### config.mk
export PLATFORM = sky130hd
export DESIGN_NAME = select_encode_sb
export DESIGN_NICKNAME = d
export VERILOG_FILES = /design/src/rtl/select_encode_sb.sv
export SDC_FILE = /design/constraint.sdc
export NUM_CORES = 1
export LEC_CHECK = 0
export ABC_AREA = 1
export BUFFER_PORTS_ARGS = -buffer_cell sky130_fd_sc_hd__buf_2
export CAP_MARGIN = 20
export CORE_UTILIZATION = 45
export DETAILED_ROUTE_END_ITERATION = 8
export GPL_TIMING_DRIVEN = 1
export PLACE_DENSITY = 0.76
export SYNTH_ARGS = -nofsm -noshare
export SYNTH_HDL_FRONTEND = slang
export SYNTH_SLANG_ARGS = --single-unit
export TNS_END_PERCENT = 30
### constraint.sdc
create_clock -name clk -period 1.8 [get_ports clk]
set_clock_uncertainty 0.05 [all_clocks]
set_input_delay 0.36 -clock clk [delete_from_list [all_inputs] [get_ports clk]]
set_output_delay 0.36 -clock clk [all_outputs]
set_load 0.05 [all_outputs]
### src/rtl/select_encode_sb.sv
// Instruction register with ra/rb/rc decode into registered one-hot register-file enables,
// immediate extension, and a per-register busy scoreboard raising a read-after-write hazard.
module select_encode_sb #(
  parameter int BITS          = 32,
  parameter int REGISTERS     = 16,
  parameter int REGISTER_BITS = $clog2(REGISTERS),
  parameter int OPCODE_BITS   = 5
) (
  input  logic                     clk,
  input  logic                     clr,
  input  logic [BITS-1:0]          ir_in,
  input  logic                     ir_load,
  input  logic [1:0]               field_sel,
  input  logic                     rin,
  input  logic                     rout,
  input  logic                     baout,
  input  logic [1:0]               imm_mode,
  input  logic                     sb_issue,
  input  logic                     sb_retire,
  input  logic [REGISTER_BITS-1:0] sb_retire_idx,
  output logic [BITS-1:0]          ir_q,
  output logic [REGISTERS-1:0]     reg_in_ctrl,
  output logic [REGISTERS-1:0]     reg_out_ctrl,
  output logic                     ba_zero,
  output logic [BITS-1:0]          c_ext,
  output logic [REGISTERS-1:0]     busy_vec,
  output logic                     hazard
);

  localparam int IMM_LEN = BITS - OPCODE_BITS - 3*REGISTER_BITS;
  localparam int RC_LSB  = IMM_LEN;
  localparam int RB_LSB  = IMM_LEN + REGISTER_BITS;
  localparam int RA_LSB  = IMM_LEN + 2*REGISTER_BITS;

  logic [BITS-1:0]          r_ir;
  logic [REGISTERS-1:0]     r_reg_in;
  logic [REGISTERS-1:0]     r_reg_out;
  logic                     r_ba_zero;
  logic [BITS-1:0]          r_c_ext;
  logic [REGISTERS-1:0]     r_busy;

  logic [REGISTER_BITS-1:0] w_ra;
  logic [REGISTER_BITS-1:0] w_rb;
  logic [REGISTER_BITS-1:0] w_rc;
  logic [REGISTER_BITS-1:0] w_idx;
  logic                     w_valid;
  logic [REGISTERS-1:0]     w_idx_oh;
  logic [REGISTERS-1:0]     w_ra_oh;
  logic [REGISTERS-1:0]     w_ret_oh;
  logic                     w_rd_req;
  logic                     w_ba_r0;
  logic [IMM_LEN-1:0]       w_imm;
  logic [BITS-1:0]          w_sext;
  logic [BITS-1:0]          w_zext;
  logic [BITS-1:0]          w_c_ext_next;
  logic [REGISTERS-1:0]     w_busy_next;

  assign w_ra = r_ir[RA_LSB +: REGISTER_BITS];
  assign w_rb = r_ir[RB_LSB +: REGISTER_BITS];
  assign w_rc = r_ir[RC_LSB +: REGISTER_BITS];

  always_comb begin
    w_idx = '0;
    case (field_sel)
      2'b01:   w_idx = w_ra;
      2'b10:   w_idx = w_rb;
      2'b11:   w_idx = w_rc;
      default: w_idx = '0;
    endcase
  end

  assign w_valid = (field_sel != 2'b00);

  // Indices past the last register match no bit, so they yield zero enables and no hazard.
  genvar gi;
  generate
    for (gi = 0; gi < REGISTERS; gi++) begin : g_onehot
      assign w_idx_oh[gi] = (w_idx == REGISTER_BITS'(gi));
      assign w_ra_oh[gi]  = (w_ra == REGISTER_BITS'(gi));
      assign w_ret_oh[gi] = (sb_retire_idx == REGISTER_BITS'(gi));
    end
  endgenerate

  assign w_rd_req = w_valid & (rout | baout);
  assign w_ba_r0  = w_valid & baout & (w_idx == '0);
  assign hazard   = w_rd_req & (|(w_idx_oh & r_busy)) & ~w_ba_r0;

  assign w_imm  = r_ir[IMM_LEN-1:0];
  assign w_sext = {{(BITS-IMM_LEN){w_imm[IMM_LEN-1]}}, w_imm};
  assign w_zext = {{(BITS-IMM_LEN){1'b0}}, w_imm};

  always_comb begin
    w_c_ext_next = '0;
    case (imm_mode)
      2'b00:   w_c_ext_next = w_sext;
      2'b01:   w_c_ext_next = w_zext;
      2'b10:   w_c_ext_next = w_sext << 2;
      default: w_c_ext_next = '0;
    endcase
  end

  // Issue is applied after retire so a same-index collision leaves the register busy.
  assign w_busy_next = (r_busy & ~(sb_retire ? w_ret_oh : '0)) | (sb_issue ? w_ra_oh : '0);

  always_ff @(posedge clk or negedge clr) begin
    if (!clr) begin
      r_ir      <= '0;
      r_reg_in  <= '0;
      r_reg_out <= '0;
      r_ba_zero <= 1'b0;
      r_c_ext   <= '0;
      r_busy    <= '0;
    end else begin
      if (ir_load) r_ir <= ir_in;
      r_reg_in  <= (w_valid & rin) ? w_idx_oh : '0;
      r_reg_out <= (w_rd_req & ~hazard & ~w_ba_r0) ? w_idx_oh : '0;
      r_ba_zero <= w_ba_r0;
      r_c_ext   <= w_c_ext_next;
      r_busy    <= w_busy_next;
    end
  end

  assign ir_q         = r_ir;
  assign reg_in_ctrl  = r_reg_in;
  assign reg_out_ctrl = r_reg_out;
  assign ba_zero      = r_ba_zero;
  assign c_ext        = r_c_ext;
  assign busy_vec     = r_busy;

endmodule
# After elaboration in Yosys (flattened, before gate mapping)
# Index checks and enable logic that the tools add are counted.
word_totals:
  register_bits: 113
  out_inout_bits: 114
  word_cells: 83
classes:
  eq_ne: 50
  n_mux: 6
  bitwise_logic: 15
  reduce_logical: 6
op_table:
  columns: ["operator", "n"]
  rows:
  - ["4-bit equality test, second input constant", 24]
  - ["32-bit one-hot mux with 3 select lines", 1]
  - ["16-bit 2-to-1 mux", 4]
  - ["4-bit by 3-bit equality test with 1-bit output, second input constant", 12]
  - ["16-bit bitwise AND", 2]
  - ["4-bit by 2-bit equality test with 1-bit output, second input constant", 6]
  - ["16-bit NOT", 1]
  - ["16-bit bitwise OR", 1]
  - ["16-bit OR reduction", 1]
  - ["4-bit by 1-bit equality test with 1-bit output, second input constant", 3]
  - ["4-bit zero test", 3]
  - ["4-bit one-hot mux with 3 select lines", 1]
  - ["1-bit bitwise AND", 8]
  - ["2-bit equality test, second input constant", 3]
  - ["2-bit by 1-bit equality test with 1-bit output, second input constant", 2]
  - ["2-bit zero test", 1]
  - ["1-bit NOT", 2]
  - ["2-bit nonzero test", 1]
  - ["1-bit bitwise OR", 1]

# Depth between registers and ports, before layout
depth:
  ltp_word: 11
  ltp_mapped: 14
  depth_no_buf: 13

# Least setup slack after synthesis
# Ideal clock, no wire load.
synth_path:
  kind: "register to output"
  startpoint: "register r_ir[23] (netlist: ir_q[23])"
  endpoint: "output port hazard"
  arrival_ns: 2.187
  required_ns: 1.390
  path_slack_ns: -0.797
  stages_incl_launch_ff: 11
  path_buffers: 0
  path_cell_list: "dfrtp_1 -> nand3_1 -> nand3_2 -> nand2_2 -> nor2_1 -> nand2_1 -> nand2_1 -> nor2_1 -> nand2_1 -> nor2_4 -> nor2_1"
synth_via:
  elab_chain_cells: 6
  word_cells_on_any_way: 23
  classes_between: "eq/ne (15); mux (1); bitwise (5); reduce/logical (2)"
synth_lines:
  columns: ["item", "line_no", "source"]
  rows:
  - ["from (decl)", "35", "logic [BITS-1:0] r_ir;"]
  - ["from (signal assigned)", "114", "if (ir_load) r_ir <= ir_in;"]
  - ["4-bit one-hot mux with 3 select lines (*)", "64", "case (field_sel)"]
  - ["4-bit by 1-bit equality test with 1-bit output (tied with other cells)", "78", "assign w_idx_oh[gi] = (w_idx == REGISTER_BITS'(gi));"]
  - ["16-bit bitwise AND", "86", "assign hazard = w_rd_req & (|(w_idx_oh & r_busy)) & ~w_ba_r0;"]
  - ["16-bit OR reduction", "86", null]
  - ["1-bit bitwise AND", "86", null]
  - ["1-bit bitwise AND (*)", "86", null]
  - ["to (decl)", "27", "output logic hazard"]
# Mark *: on every way between the ends. The rest lies on a longest branch, timed or not.

# Worst setup path in the final report
layout_path:
  startpoint: "register r_ir[25] (netlist: ir_q[25])"
  endpoint: "output port hazard"
# Same word-level chain as after synthesis.

==> impl_metrics.env <==
export IMPL_hold_depth=3
export IMPL_drive_gt1_frac=0.509
export IMPL_tns_ns=-3.54
export IMPL_postLayoutCoreUtil=0.667
export IMPL_maxSlewViolCount=0
export IMPL_min_path_type="in -> reg"
export IMPL_ys_top_cells_by_count="98 x dfrtp_1, 64 x nand2_1, 54 x nor2_1"
export IMPL_cts_tree="done"
export IMPL_async_flop_share=1.00
export IMPL_holdWs_ns=0.150
export IMPL_viasPerCell=5.05
export IMPL_crit_type="reg -> out"
export IMPL_route_vias_total=3703
export IMPL_finalCriticalPeriod_ns=2.46
export IMPL_netlist_instances=424
export IMPL_power_frac_clock=0.217
export IMPL_cp_arrival_ns=2.05
export IMPL_peakVddDrop_uv=579
export IMPL_yosys_area_top_type="dfrtp_1"
export IMPL_cp_end_kind="output pin"
export IMPL_cts_max_level=3
export IMPL_hold_violations=0
export IMPL_dieWidth_um=97.4
export IMPL_antenna_found_initial=0
export IMPL_r2r_start="ir_q[19]"
export IMPL_synth_edff_count=0
export IMPL_cts_buffers=9
export IMPL_netSwitchingFraction=0.426
export IMPL_diodes=0
export IMPL_cts_root_buf="clkbuf_8"
export IMPL_r2r_cells=12
export IMPL_grt_pass1_wl_um=17200
export IMPL_drtAntennaViolNets=0
export IMPL_core_area_mm2=0.00876
export IMPL_wirelength_um=11100
export IMPL_gp_routability_congestion=0.974
export IMPL_rsz0062_at_grt="yes"
export IMPL_reg2reg_setup_slack_ns=-0.21
export IMPL_first_pass_iters=5
export IMPL_violations="negative setup slack"
export IMPL_fmax_ghz=0.406
export IMPL_hold_path_end="ir_q[10]"
export IMPL_num_rows=34
export IMPL_switchingPower_uw=2660
export IMPL_syn_area_mm2=0.00409
export IMPL_status="complete, but fails checks"
export IMPL_port_buffer_count=161
export IMPL_synth_top_area_share=0.599
export IMPL_dp_hpwl_um=7930
export IMPL_die_h_um=97.4
export IMPL_ys_seq_elements=98
export IMPL_worst_slew_pin_slew_ns=0.521
export IMPL_drc=0
export IMPL_wl_per_cell_um=15.1
export IMPL_hold_start="ir_in[10]"
export IMPL_worstPathRequired_ns=1.39
export IMPL_setup_viol=17
export IMPL_fillers=683
export IMPL_path_clk_slew_ns=0.10
export IMPL_grt_pass1_vias=3665
export IMPL_drt_initial_drc_count=182
export IMPL_area_growth_pct=42.9
export IMPL_maxCapViolCount=0
export IMPL_cellPowerDensity_mw_per_mm2=1070
export IMPL_crit_fanout=4
export IMPL_ys_warn_count=0
export IMPL_ys_seq_area_frac=0.599
export IMPL_start_util=0.467
export IMPL_synthTopCellsByArea="dfrtp_1 60%, o21ai_0 6.2%, nand2_1 5.9%"
export IMPL_fin_crit_sh=1.37
export IMPL_r2r_end="reg_out_ctrl[8]"
export IMPL_leakagePower_uw=0.00311
export IMPL_fin_ws_ns=-0.665
export IMPL_grt_max_degree=56
export IMPL_grt_usage=0.226
export IMPL_pwr_share_seq=0.422
export IMPL_syn_avg_cell_area_um2=9.65
export IMPL_dieArea_mm2=0.00948
export IMPL_ys_types=21
export IMPL_pwr_share_comb=0.361
export IMPL_cts_path_max_buffers=2
export IMPL_gr_total_overflow=0
export IMPL_intPower_uw=3580
export IMPL_clk_latency_ns=0.36
export IMPL_final_nets=668
export IMPL_slew_headroom=0.652
export IMPL_ios=162
export IMPL_numClockSinks=98
export IMPL_synth_ff_type="dfrtp_1"
export IMPL_synth_nets=472
export IMPL_yosysMostFrequentCell="dfrtp_1"
export IMPL_startpoint_type="flip-flop"
## area by class of cell
| type | instances | area [µm²] | area share |
|---|---|---|---|
| inverter | 50 | 191 | 0.0327 |
| tap | 108 | 135 | 0.0231 |
| timing repair buffer | 212 | 1250 | 0.213 |
| multi-input combinational | 249 | 1620 | 0.277 |
| sequential | 98 | 2470 | 0.422 |
| clock buffer | 10 | 138 | 0.0235 |
| clock inverter | 6 | 48.8 | 0.00835 |
## how the worst max path moves through the flow
| stage | start | endpoint | slack [ns] | cells past startpoint |
|---|---|---|---|---|
| final | ir_q[25] | hazard | -0.66 | 12 |
| after global routing | ir_q[19] | hazard | -0.71 | 11 |
| after CTS | ir_q[19] | hazard | -0.52 | 12 |
| after detailed placement | field_sel[1] | hazard | -0.55 | 13 |
| after global placement | field_sel[0] | hazard | -0.43 | 13 |
| after floorplan | ir_q[23] | hazard | -0.22 | 11 |
## cell families (layout without fill, tap and decap cells)
logic type,count (synthesis),count (layout),synth area share
compound gates,68,68,0.0875
simple gates,167,168,0.187
buf+inv,78,278,0.0908
flops,98,98,0.599
mux,13,13,0.0358
## metrics by stage
step | area, µm² | instances | setup WS, ns | power [µW]
global placement | 5320 | 707 | -0.425 | 4690
global route | 5850 | 733 | -0.711 | 6510
finish | 5850 | 733 | -0.665 | 6240
CTS | 5610 | 730 | -0.519 | 6120
detailed placement | 5320 | 707 | -0.553 | 4730
floorplan | 4210 | 424 | -0.220 | 4100
## cells in the final DEF, fill, tap and decap left out, types with 2 or more instances in the layout
cell / Yosys / layout
nand3_2: 3 / 6
nand2_8: 0 / 2
buf_2: 0 / 158
nand2_1: 64 / 56
clkinvlp_4: 0 / 3
nand2_4: 1 / 8
dfrtp_2: 0 / 12
nand3_4: 1 / 11
mux2_2: 13 / 13
buf_6: 3 / 3
nor2_4: 4 / 17
nand3_1: 26 / 13
o21ai_0: 51 / 51
o22ai_1: 14 / 14
inv_1: 49 / 47
inv_6: 0 / 2
dfrtp_1: 98 / 86
nand2_2: 4 / 4
nor2_2: 9 / 14
buf_12: 0 / 3
nor2_1: 54 / 36
inv_2: 1 / 2
buf_4: 15 / 46
clkbuf_8: 0 / 10
## power groups by stage
stage | combinational (µW) | clock, µW | sequential, µW
after floorplan | 648 | 0 | 3450
after global placement | 2040 | 0 | 2650
after detailed placement | 2070 | 0 | 2660
after CTS | 2120 | 1380 | 2620
after global routing | 2370 | 1480 | 2650
final | 2250 | 1350 | 2630
## worst max-delay path, stage by stage, from the launching register on
cell and delay, ns:
dfrtp_2 0.44, nand3_4 0.09, inv_1 0.07, nor2_4 0.15, nand2_4 0.10, nor2_2 0.15, nand2_1 0.12, nand2_1 0.12
nor2_2 0.06, nand2_2 0.08, nor2_4 0.05, nor2_4 0.11, buf_6 0.16
## per-layer routing
layer,up-vias,track usage,share of wire
li1,1733,-,-
met1,1769,0.275,0.39
met2,158,0.393,0.51
met3,43,0.0381,0.059
met4,0,0.104,0.040
met5,-,0,0
## what timing repair did
item,4_1_cts,5_1_grt
cloned,0,1
gates resized for setup,16,44
setup endpoints to repair,17,18
buffers inserted,6,3
endpoints found under the hold margin,98,0
pin swaps,7,21
hold buffers,1,0
## state kept, by name (all words and copies together) (netlist names)
register      count
ba_zero           1
reg_out_ctrl     16
busy_vec         16
reg_in_ctrl      16
c_ext            17
ir_q             32
No activity file was read; power rests on OpenSTA's default activity.
